`config.mk`:
```
export PLATFORM = sky130hd
export DESIGN_NAME = pipelined_addsub_flat
export DESIGN_NICKNAME = d
export VERILOG_FILES = /design/src/rtl/pipelined_addsub_if.sv /design/src/rtl/pipelined_addsub.sv /design/src/flat_wrapper.sv
export SDC_FILE = /design/constraint.sdc
export NUM_CORES = 1
export LEC_CHECK = 0
export BUFFER_PORTS_ARGS = -buffer_cell sky130_fd_sc_hd__buf_2
export CAP_MARGIN = 20
export CORE_ASPECT_RATIO = 0.8
export CORE_MARGIN = 1
export CORE_UTILIZATION = 35
export DETAILED_ROUTE_END_ITERATION = 6
export PLACE_DENSITY = 0.63
export SLEW_MARGIN = 20
export SYNTH_ARGS = -nofsm -noshare
export SYNTH_HDL_FRONTEND = slang
export SYNTH_SLANG_ARGS = --single-unit
```
`constraint.sdc`:
```
create_clock -name clk -period 3.4 [get_ports clk]
set_input_delay 0.85 -clock clk [delete_from_list [all_inputs] [get_ports clk]]
set_output_delay 0.85 -clock clk [all_outputs]
set_load 0.03 [all_outputs]
```
`src/rtl/pipelined_addsub_if.sv`:
```
// rtl/pipelined_addsub_if.sv - operand/result handshake bundle for the pipelined adder/subtractor
interface pipelined_addsub_if #(
    parameter int N = 32
) ();
    logic         in_valid;
    logic         in_ready;
    logic [N-1:0] A;
    logic [N-1:0] B;
    logic         sel;
    logic         out_valid;
    logic         out_ready;
    logic [N-1:0] OUT;
    logic         CarryOut;
    logic         Overflow;
    logic         Zero;
    logic         Negative;

    // Operand producer / result consumer side
    modport master (
        output in_valid, A, B, sel, out_ready,
        input  in_ready, out_valid, OUT, CarryOut, Overflow, Zero, Negative
    );

    // Arithmetic block side
    modport slave (
        input  in_valid, A, B, sel, out_ready,
        output in_ready, out_valid, OUT, CarryOut, Overflow, Zero, Negative
    );
endinterface

```
`src/rtl/pipelined_addsub.sv`:
```
// rtl/pipelined_addsub.sv - segmented, carry-registered pipelined adder/subtractor with status flags
module pipelined_addsub #(
    parameter int N   = 32,
    parameter int SEG = 8
) (
    input  logic                 clk,
    input  logic                 rst,
    pipelined_addsub_if.slave    bus
);
    localparam int S = N / SEG;

    if ((SEG < 1) || (N % SEG != 0)) begin : g_bad_seg
        $error("pipelined_addsub: N must be a non-zero multiple of SEG");
    end

    // ready[k] is the advance condition of stage k; ready[S] is the consumer.
    logic [S:0]   ready;
    // vin[k] is the valid bit offered to stage k.
    logic [S-1:0] vin;
    // Data offered to stage k. Operands are kept right-aligned so the segment
    // to be processed next always sits in bits [SEG-1:0]; B is already
    // conditionally inverted, so sel lives on only as the initial carry-in.
    logic [N-1:0] ina   [S];
    logic [N-1:0] inb   [S];
    logic [N-1:0] resin [S];
    logic         cin   [S];

    assign ready[S]     = bus.out_ready;
    assign bus.in_ready = ready[0] && !rst;
    assign vin[0]       = bus.in_valid && bus.in_ready;
    assign ina[0]       = bus.A;
    assign inb[0]       = bus.B ^ {N{bus.sel}};
    assign cin[0]       = bus.sel;
    assign resin[0]     = '0;

    for (genvar k = 0; k < S; k++) begin : g_st
        logic         valid_q;
        logic [N-1:0] res_q;
        logic         carry_q;
        logic [SEG:0] sum;
        logic [N-1:0] res_d;

        assign sum = {1'b0, ina[k][SEG-1:0]} + {1'b0, inb[k][SEG-1:0]} + {{SEG{1'b0}}, cin[k]};

        // Merge this stage's segment into the partial result
        always_comb begin
            res_d                = resin[k];
            res_d[k*SEG +: SEG]  = sum[SEG-1:0];
        end

        assign ready[k] = !valid_q || ready[k+1];

        // Stage valid/result/carry: advance when downstream has room, load data only for a real op
        always_ff @(posedge clk) begin
            if (rst) begin
                valid_q <= 1'b0;
                res_q   <= '0;
                carry_q <= 1'b0;
            end else if (ready[k]) begin
                valid_q <= vin[k];
                if (vin[k]) begin
                    res_q   <= res_d;
                    carry_q <= sum[SEG];
                end
            end
        end

        if (k < S-1) begin : g_ops
            logic [N-1:0] a_q;
            logic [N-1:0] b_q;

            // Remaining operand bits, shifted down so the next segment is at the bottom
            always_ff @(posedge clk) begin
                if (rst) begin
                    a_q <= '0;
                    b_q <= '0;
                end else if (ready[k] && vin[k]) begin
                    a_q <= ina[k] >> SEG;
                    b_q <= inb[k] >> SEG;
                end
            end

            assign ina[k+1]   = a_q;
            assign inb[k+1]   = b_q;
            assign cin[k+1]   = carry_q;
            assign resin[k+1] = res_q;
            assign vin[k+1]   = valid_q;
        end else begin : g_last
            logic ovf_q;
            logic zero_q;
            logic c_msb;

            // Carry into the MSB recovered from the MSB sum bit: s = a ^ b ^ c_in
            assign c_msb = sum[SEG-1] ^ ina[k][SEG-1] ^ inb[k][SEG-1];

            // Final-stage flags registered alongside the result
            always_ff @(posedge clk) begin
                if (rst) begin
                    ovf_q  <= 1'b0;
                    zero_q <= 1'b0;
                end else if (ready[k] && vin[k]) begin
                    ovf_q  <= c_msb ^ sum[SEG];
                    zero_q <= (res_d == '0);
                end
            end

            assign bus.out_valid = valid_q;
            assign bus.OUT       = res_q;
            assign bus.CarryOut  = carry_q;
            assign bus.Overflow  = ovf_q;
            assign bus.Zero      = zero_q;
            assign bus.Negative  = res_q[N-1];
        end
    end
endmodule

```
`src/flat_wrapper.sv`:
```
// flat-port wrapper written by rule: the top's interface ports become plain ports
module pipelined_addsub_flat 
#(
    parameter int N   = 32,
    parameter int SEG = 8
)
  (clk, rst, bus_in_valid, bus_A, bus_B, bus_sel, bus_out_ready, bus_in_ready, bus_out_valid, bus_OUT, bus_CarryOut, bus_Overflow, bus_Zero, bus_Negative);
  pipelined_addsub_if #(.N(N)) bus_i ();
  input  logic clk;
  input  logic rst;
  input wire logic [$bits(bus_i.in_valid)-1:0] bus_in_valid;
  input wire logic [$bits(bus_i.A)-1:0] bus_A;
  input wire logic [$bits(bus_i.B)-1:0] bus_B;
  input wire logic [$bits(bus_i.sel)-1:0] bus_sel;
  input wire logic [$bits(bus_i.out_ready)-1:0] bus_out_ready;
  output wire logic [$bits(bus_i.in_ready)-1:0] bus_in_ready;
  output wire logic [$bits(bus_i.out_valid)-1:0] bus_out_valid;
  output wire logic [$bits(bus_i.OUT)-1:0] bus_OUT;
  output wire logic [$bits(bus_i.CarryOut)-1:0] bus_CarryOut;
  output wire logic [$bits(bus_i.Overflow)-1:0] bus_Overflow;
  output wire logic [$bits(bus_i.Zero)-1:0] bus_Zero;
  output wire logic [$bits(bus_i.Negative)-1:0] bus_Negative;
  assign bus_i.in_valid = bus_in_valid;
  assign bus_i.A = bus_A;
  assign bus_i.B = bus_B;
  assign bus_i.sel = bus_sel;
  assign bus_i.out_ready = bus_out_ready;
  assign bus_in_ready = bus_i.in_ready;
  assign bus_out_valid = bus_i.out_valid;
  assign bus_OUT = bus_i.OUT;
  assign bus_CarryOut = bus_i.CarryOut;
  assign bus_Overflow = bus_i.Overflow;
  assign bus_Zero = bus_i.Zero;
  assign bus_Negative = bus_i.Negative;
  pipelined_addsub #(.N(N), .SEG(SEG)) u_core (.clk(clk), .rst(rst), .bus(bus_i));
endmodule
```
# Word level (Yosys, flattened, before mapping)
# Cells that the tools add are included.
# Widths: inputs -> output; s select.
# totals
reg_bits	186
input_bits	69
elab_cells	52
# classes
add_sub_neg	8
bitwise	4
reduce_logical	20
# ops
cell	count
$add 8x8->9	4
$add 9x1->9	4
$logic_not 32->1	1
$xor 32x32->32	1
$reduce_and 2->1	4
$logic_and 1x1->1	6
$logic_not 1->1	5
$logic_or 1x1->1	4
$xor 1x1->1	3

# Longest topological paths before layout
# Gate-level depths: netlist (run 1).
# depth
word_depth	8
depth_mapped	10

# Least setup slack after synthesis (run 1)
# OpenSTA, ideal clock, no wires.
# synth_path
path_kind	input port to flip-flop
start	input bus_sel
end	register u_core.g_st[0].res_q[7]
setup_ns	0.125
t_arrival_ns	2.879
path_slack_ns	0.396
stages	9
n_path_buf	2
path_cell_list	buf_6 dlygate4sd1_1 xor2_1 ha_1 a21o_1 a21o_1 a2111oi_4 nor3_1 nand3b_1
# synth_between
elab_chain_len	3
# synth_lines
item	line	rtl
start, declared	flat_wrapper.sv:14	input wire logic [$bits(bus_i.sel)-1:0] bus_sel;
$xor 32x32->32	pipelined_addsub.sv:32	assign inb[0] = bus.B ^ {N{bus.sel}};
$add 8x8->9	pipelined_addsub.sv:43	assign sum = {1'b0, ina[k][SEG-1:0]} + {1'b0, inb[k][SEG-1:0]} + {{SEG{1'b0}}, cin[k]};
$add 9x1->9 *	pipelined_addsub.sv:43	
end signal, assigned	pipelined_addsub.sv:62	res_q <= res_d;
end, declared	pipelined_addsub.sv:38	logic [N-1:0] res_q;
# Every way passes the cells marked *; elsewhere a longest branch is shown, timed or not.
# A chain may end at the register's enable or synchronous reset.

# Worst setup path in the final report (run 1)
# layout_path
start	input bus_out_ready
end	output bus_in_ready
# layout_between
elab_chain_len	5
# layout_lines
item	line	rtl
start, declared	flat_wrapper.sv:15	input wire logic [$bits(bus_i.out_ready)-1:0] bus_out_ready;
$logic_or 1x1->1 (4 in series)	pipelined_addsub.sv:51	assign ready[k] = !valid_q || ready[k+1];
$logic_and 1x1->1	pipelined_addsub.sv:29	assign bus.in_ready = ready[0] && !rst;
end, declared	flat_wrapper.sv:16	output wire logic [$bits(bus_i.in_ready)-1:0] bus_in_ready;
# No other way between the ends.

==> impl_metrics.ini, run 1 <==
[timing]
max_slew.worst_pin.slew_ns = 0.9874
setup_viol = 0
fin_crit_sh = 0.7817
finalCriticalPeriod_ns = 2.658
report.final.slew_viol_count = 0
tns_ns = 0
max_freq_mhz = 376.3
hold_viol_final = 0
finalClockSkew_ns = 0.007423
rsz0062_at_grt = false
relSlewSlack = 0.3417

[logic_synthesis]
ys_ff_latch = 186
synthCells = 976
synthMostInstantiatedCell = nand2_1
ys_async_sr_fraction = 0
ys_seq_area_frac = 0.4684
synthDominantCellAreaShare = 0.4684
synthesis.area_sq_mm = 0.007949
synth.area.top_cells = dfxtp_1 47%, nand2_1 13%, a21oi_1 7.8%
synth_ff_type = dfxtp_1
syn-num-nets = 1080
netlist-cell-type-count = 46
synth_edf_count = 0
synth.yosys.warnings = 0
syn_avg_cell_area_sq_um = 8.144
synth_top_area_cell = dfxtp_1
netlist_top_cells_count = 277 x nand2_1, 186 x dfxtp_1, 124 x a21oi_1

[critical_path]
path_max_fanout = 5
worstPathRequired_ns = 2.55
path_class = primary input to output pin
worst_setup_path_end_kind = output pin
cp-start-kind = primary input
cp_data_arrival_time_ns = 1.81

[clock_tree]
htreeDepth = 4
cts.sinks = 186
postCtsHoldBufs = 0
clk_pin_slew_ns = 0.07
post_cts_buffers = 0
cts_root_buffer = clkbuf_16
clk_path_buf_depth = 2
cts_buffers = 17
clock_latency_ns = 0.44
cts-resized-gates = 0
cts_tree = built

[power_and_ir_drop]
power_leakage_nw = 3.705
clkPwrFrac = 0.412
p_switching_w = 0.001258
p_int_w = 0.003499
power_density_mw_per_mm2 = 509.5
p_sw_frac = 0.2645
ir_drop_mv = 0.3789
p_seq_frac = 0.490
pwr-share-comb = 0.098

[detailed_routing]
wl_mm = 18.66
drt.antenna.violating_nets = 0
dr.first_iter.drc_count = 413
vias = 6444
via_per_inst = 4.724
firstDrtPassIters = 5
drc = 0
wl_per_cell_um = 13.68

[die]
die_h_um = 136.8
core_area_sq_mm = 0.02192
die_w_um = 170.5
io-pin-count = 107
start_util = 0.3626
dieArea_sq_mm = 0.02332
rows = 48

[layout]
fillers = 2248
num-nets-final = 1155
antenna_cells = 0
seqCellArea_sq_mm = 0.003724
multi_input_area_sq_mm = 0.003891
final_layout_size_suffix_gt1_frac = 0.1504
area_growth_pct = 17.44
fin_area_sq_mm = 0.009335

[grt]
grt_pass1_vias = 5820
grt_pass1_wl_mm = 30.37
grt_start_max_net_pins = 54
track_usage = 0.1677
antenna_found_initial = 0
grt_overflow = 0

[run_status]
status = finished clean

[job]
cap_violations = 0

[place]
gp_congestion = 0.8065
post_dp_cell_area_sq_mm = 0.008753
portBuffers = 106
dp_hpwl_mm = 13.31

[min_path]
hold_class = flip-flop to flip-flop
==> sequential cells by signal (all words and copies together) (netlist names), 3 cells and up <==
| name | flops |
|---|---|
| u_core.g_st.carry_q | 3 |
| u_core.g_st.g_ops.a_q | 48 |
| u_core.bus.OUT | 32 |
| u_core.g_st.g_ops.b_q | 48 |
| u_core.g_st.valid_q | 3 |
| u_core.g_st.res_q | 48 |
==> layer usage <==
layer / part of all wire / up-vias / global-route usage / routed length [um]
met3: 0.048 / 23 / 0.02921 / 903
met2: 0.36 / 157 / 0.2111 / 6630
met1: 0.58 / 2834 / 0.2705 / 10820
met5: 0 / - / 0 / 0
li1: - / 3430 / - / -
met4: 0.016 / 0 / 0.06507 / 305
==> cell families (layout without fill, tap and decap cells) <==
logic type               count (synthesis)  in the layout  synth area share
adder cells (fa/ha/maj)                 35             35           0.06170
AO/OA/AOI/OAI                          209            209            0.1481
AND/OR/NAND/NOR                        412            412            0.2207
multiplexers                             1              1          0.001888
buffers and inverters                   82            170           0.04297
XOR/XNOR                                51             51           0.05619
flip-flops                             186            186            0.4684
==> area by class of cell <==
| class | count | area share |
|---|---|---|
| clock buffers | 17 | 0.04557 |
| clock inverters | 15 | 0.01675 |
| inverters | 16 | 0.006433 |
| multi-input cells | 708 | 0.4168 |
| flip-flops and latches | 186 | 0.3989 |
| well taps | 300 | 0.04021 |
| repair buffers | 122 | 0.07533 |
==> critical path: stages <==
cell and delay (ns):
buf_2 0.11, and4b_1 0.28, a21oi_1 0.31, buf_2 0.26
==> power groups by stage <==
stage	Clock [W]	Combinational [W]	Sequential, W
5_1_grt	0.00210	0.000523	0.00234
2_1_floorplan	0	0.000325	0.00236
4_1_cts	0.00199	0.000466	0.00233
3_5_place_dp	0	0.000463	0.00238
3_3_place_gp	0	0.000459	0.00238
6_report	0.00196	0.000466	0.00233
==> metrics by stage <==
stage	utilization	setup slack (ns)	power (W)	std cells	hold WS, ns
floorplan	-	0.3960	0.002683	976	0.4320
global placement	0.3993	0.6836	0.002835	1332	0.4391
detailed placement	0.3993	0.6602	0.002841	1332	0.4435
CTS	0.4259	0.7427	0.004788	1364	0.4529
global route	0.4259	0.7149	0.004959	1364	0.4629
finish	0.4259	0.7424	0.004757	1364	0.4511
==> layout by cell type (no fill, tap or decap), drive strengths merged, types with 2 or more instances in the layout <==
cell / count
a211oi: 6
nand2: 277
nor2: 21
clkinv: 4
nor3b: 6
fa: 7
o21ai: 41
a21o: 8
clkinvlp: 3
nand3b: 2
clkbuf: 17
nand3: 67
nand2b: 2
o21bai: 5
or3: 8
and2: 2
dfxtp: 186
xor2: 9
a21boi: 2
o31ai: 4
nor3: 9
ha: 28
a31oi: 3
and3: 2
buf: 122
a21oi: 124
nor2b: 5
o211ai: 6
nor4: 7
o21a: 5
xnor2: 42
inv: 23
==> worst paths after layout <==
check	startpoint	endpoint	slack [ns]	cells after the start
worst max-delay path	bus_out_ready	bus_in_ready	0.74	4
worst min register to register	u_core.bus.OUT[22]$_SDFFE_PP0P_	u_core.bus.OUT[22]$_SDFFE_PP0P_	0.45	2
worst min-delay path	u_core.bus.OUT[22]$_SDFFE_PP0P_	u_core.bus.OUT[22]$_SDFFE_PP0P_	0.45	2
worst max register to register	u_core.g_st[2].g_ops.b_q[0]$_SDFFE_PP0P_	u_core.bus.Zero$_SDFFE_PP0P_	0.93	8
(Power assumes the default switching activity.)
==> run 2, diff against run 1 <==
Clock period 3.4 ns to 2.6 ns, I/O delays scaled along.
==> run 2 against run 1 <==
  * Cell count rose by 0.29%
  * Via count barely moved
  * Critical path depth rose by 4
  * Sequential share of layout area fell by 0.40 points
  * Sequential cell count did not move
  * Clock-buffer cell count did not move
  * Power rose by 35%
  * Combinational power rose by 31%
  * Register-to-register slack got worse by 0.74 ns
  * Highest routed layer unchanged
==> impl_metrics.ini, run 2 (synthesis results as in run 1) <==
[layout]
antenna_cells = 0
area_growth_pct = 18.64
reg_top3 = u_core.g_st.g_ops.a_q: 48 flops, u_core.g_st.g_ops.b_q: 48 flops, u_core.g_st.res_q: 48 flops
fillers = 2273
final_layout_size_suffix_gt1_frac = 0.1554
num-nets-final = 1159
final_common_cell = nand2_1
final_cell_mix = 276 x nand2_1, 186 x dfxtp_1, 123 x a21oi_1

[critical_path]
r2r_start = u_core.g_st[2].g_ops.b_q[0]$_SDFFE_PP0P_
cp_data_arrival_time_ns = 2.74
path_max_fanout = 3
cpMaxStageDelayCell = fa_1
reg2reg_depth = 8
cp-start-kind = flip-flop
worst_setup_path_end_kind = flip-flop
reg2reg_slack_ns = 0.19
cpPeakStageDelay_ns = 0.50
crit_path_start = u_core.g_st[2].g_ops.b_q[0]$_SDFFE_PP0P_
path_class = flip-flop to flip-flop
r2r_end = u_core.bus.Overflow$_SDFFE_PP0P_
crit_chain = fa_1 -> fa_1 -> a21oi_2 -> o2111ai_1 -> o211ai_1 -> xnor2_1 -> xnor2_1 -> o31ai_1
worstPathRequired_ns = 2.93
endpoint = u_core.bus.Overflow$_SDFFE_PP0P_

[timing]
max_freq_mhz = 414.8
max_slew.worst_pin.slew_ns = 0.5513
finalClockSkew_ns = 0.007056
report.final.slew_viol_count = 0
hold_viol_final = 0
setup_viol = 0
tns_ns = 0
fin_crit_sh = 0.9272
rsz0062_at_grt = false
relSlewSlack = 0.6325
worst_slack_ns = 0.1894
finalCriticalPeriod_ns = 2.411

[die]
die_w_um = 170.5
core_area_sq_mm = 0.02192
die_h_um = 136.8
dieArea_sq_mm = 0.02332
io-pin-count = 107
rows = 48
start_util = 0.3626

[place]
portBuffers = 106
dp_hpwl_mm = 13.27
gp_congestion = 0.8223
post-place-ws_ns = 0.1106

[detailed_routing]
dr.first_iter.drc_count = 484
wl_per_cell_um = 13.57
vias = 6443
drt.antenna.violating_nets = 0
firstDrtPassIters = 4
wl_mm = 18.56
drc = 0
via_per_inst = 4.710

[clock_tree]
cts_buffers = 17
clk_path_buf_depth = 2
cts_root_buffer = clkbuf_16
clk_pin_slew_ns = 0.07
cts.sinks = 186
cts_tree = built
postCtsHoldBufs = 0
cts-resized-gates = 0
htreeDepth = 4
post_cts_buffers = 0
clock_latency_ns = 0.43

[power_and_ir_drop]
power_leakage_nw = 3.751
ir_drop_mv = 0.4256
power_density_mw_per_mm2 = 679.4

[grt]
track_usage = 0.1647
grt_start_max_net_pins = 128
grt_pass1_vias = 5753
antenna_found_initial = 0
grt_pass1_wl_mm = 30.08
grt_overflow = 0

[run_status]
status = finished clean

[job]
cap_violations = 0

[min_path]
hold_class = primary input to flip-flop
-- run 2: cell types whose count changed in the layout (fill, tap and decap cells not counted), sizes merged --
cell	change
inv	-5
buf	+4
bufinv	+3
clkinv	+2
-- run 2: final cells by class --
type                            count  area, sq um  area share
Multi-Input combinational cell    708         3902      0.4138
Sequential cell                   186         3724      0.3949
Timing Repair Buffer              126        745.7     0.07908
Clock buffer                       17        425.4     0.04511
Tap cell                          300        375.4     0.03980
Clock inverter                     15        197.7     0.02096
Inverter                           16        60.06    0.006369
-- run 2: worst max-delay path: cells and delay by family (launching register included) --
family	cells	cell delay (ns)
fa+ha+maj	2	0.98
compound gates	4	0.75
flops	1	0.33
xor+xnor	2	0.25
-- run 2: worst min path at each step --
stage | startpoint | endpoint | slack [ns] | cells past startpoint
2_1_floorplan | u_core.g_st[0].res_q[5]$_SDFFE_PP0P_ | u_core.g_st[1].res_q[5]$_SDFFE_PP0P_ | 0.43 | 2
6_report | bus_A[10] | u_core.g_st[0].g_ops.a_q[2]$_SDFFE_PP0P_ | 0.40 | 3
5_1_grt | bus_A[18] | u_core.g_st[0].g_ops.a_q[10]$_SDFFE_PP0P_ | 0.40 | 3
4_1_cts | bus_A[18] | u_core.g_st[0].g_ops.a_q[10]$_SDFFE_PP0P_ | 0.39 | 3
3_3_place_gp | u_core.g_st[1].res_q[11]$_SDFFE_PP0P_ | u_core.g_st[1].res_q[11]$_SDFFE_PP0P_ | 0.44 | 2
3_5_place_dp | u_core.bus.OUT[6]$_SDFFE_PP0P_ | u_core.bus.OUT[6]$_SDFFE_PP0P_ | 0.44 | 2
-- run 2: metal layers --
| metal | global-route usage | vias to the layer above | share of wire |
|---|---|---|---|
| li1 | - | 3438 | - |
| met1 | 0.2688 | 2837 | 0.59 |
| met2 | 0.2067 | 154 | 0.35 |
| met3 | 0.03499 | 14 | 0.052 |
| met4 | 0.04505 | 0 | 0.0090 |
| met5 | 0 | - | 0 |
-- run 2: report_power, final --
part / internal (W) / leakage, nW / switching, W / total (W)
combinational: 0.000260 / 1.94 / 0.000352 / 0.000612
sequential: 0.00297 / 1.51 / 0.0000828 / 0.00305
clock: 0.00161 / 0.299 / 0.00113 / 0.00274
-- run 2: stage by stage --
| step | hold WS [ns] | cells | util | power, W | instance area, sq um |
|---|---|---|---|---|---|
| after CTS | 0.3932 | 1368 | 0.4300 | 0.006450 | 9427 |
| final | 0.4023 | 1368 | 0.4302 | 0.006407 | 9430 |
| after floorplan | 0.4320 | 976 | - | 0.003510 | 7953 |
| after global routing | 0.4000 | 1368 | 0.4302 | 0.006651 | 9430 |
| after global placement | 0.4403 | 1336 | 0.4016 | 0.003717 | 8803 |
| after detailed placement | 0.4437 | 1336 | 0.4016 | 0.003726 | 8803 |
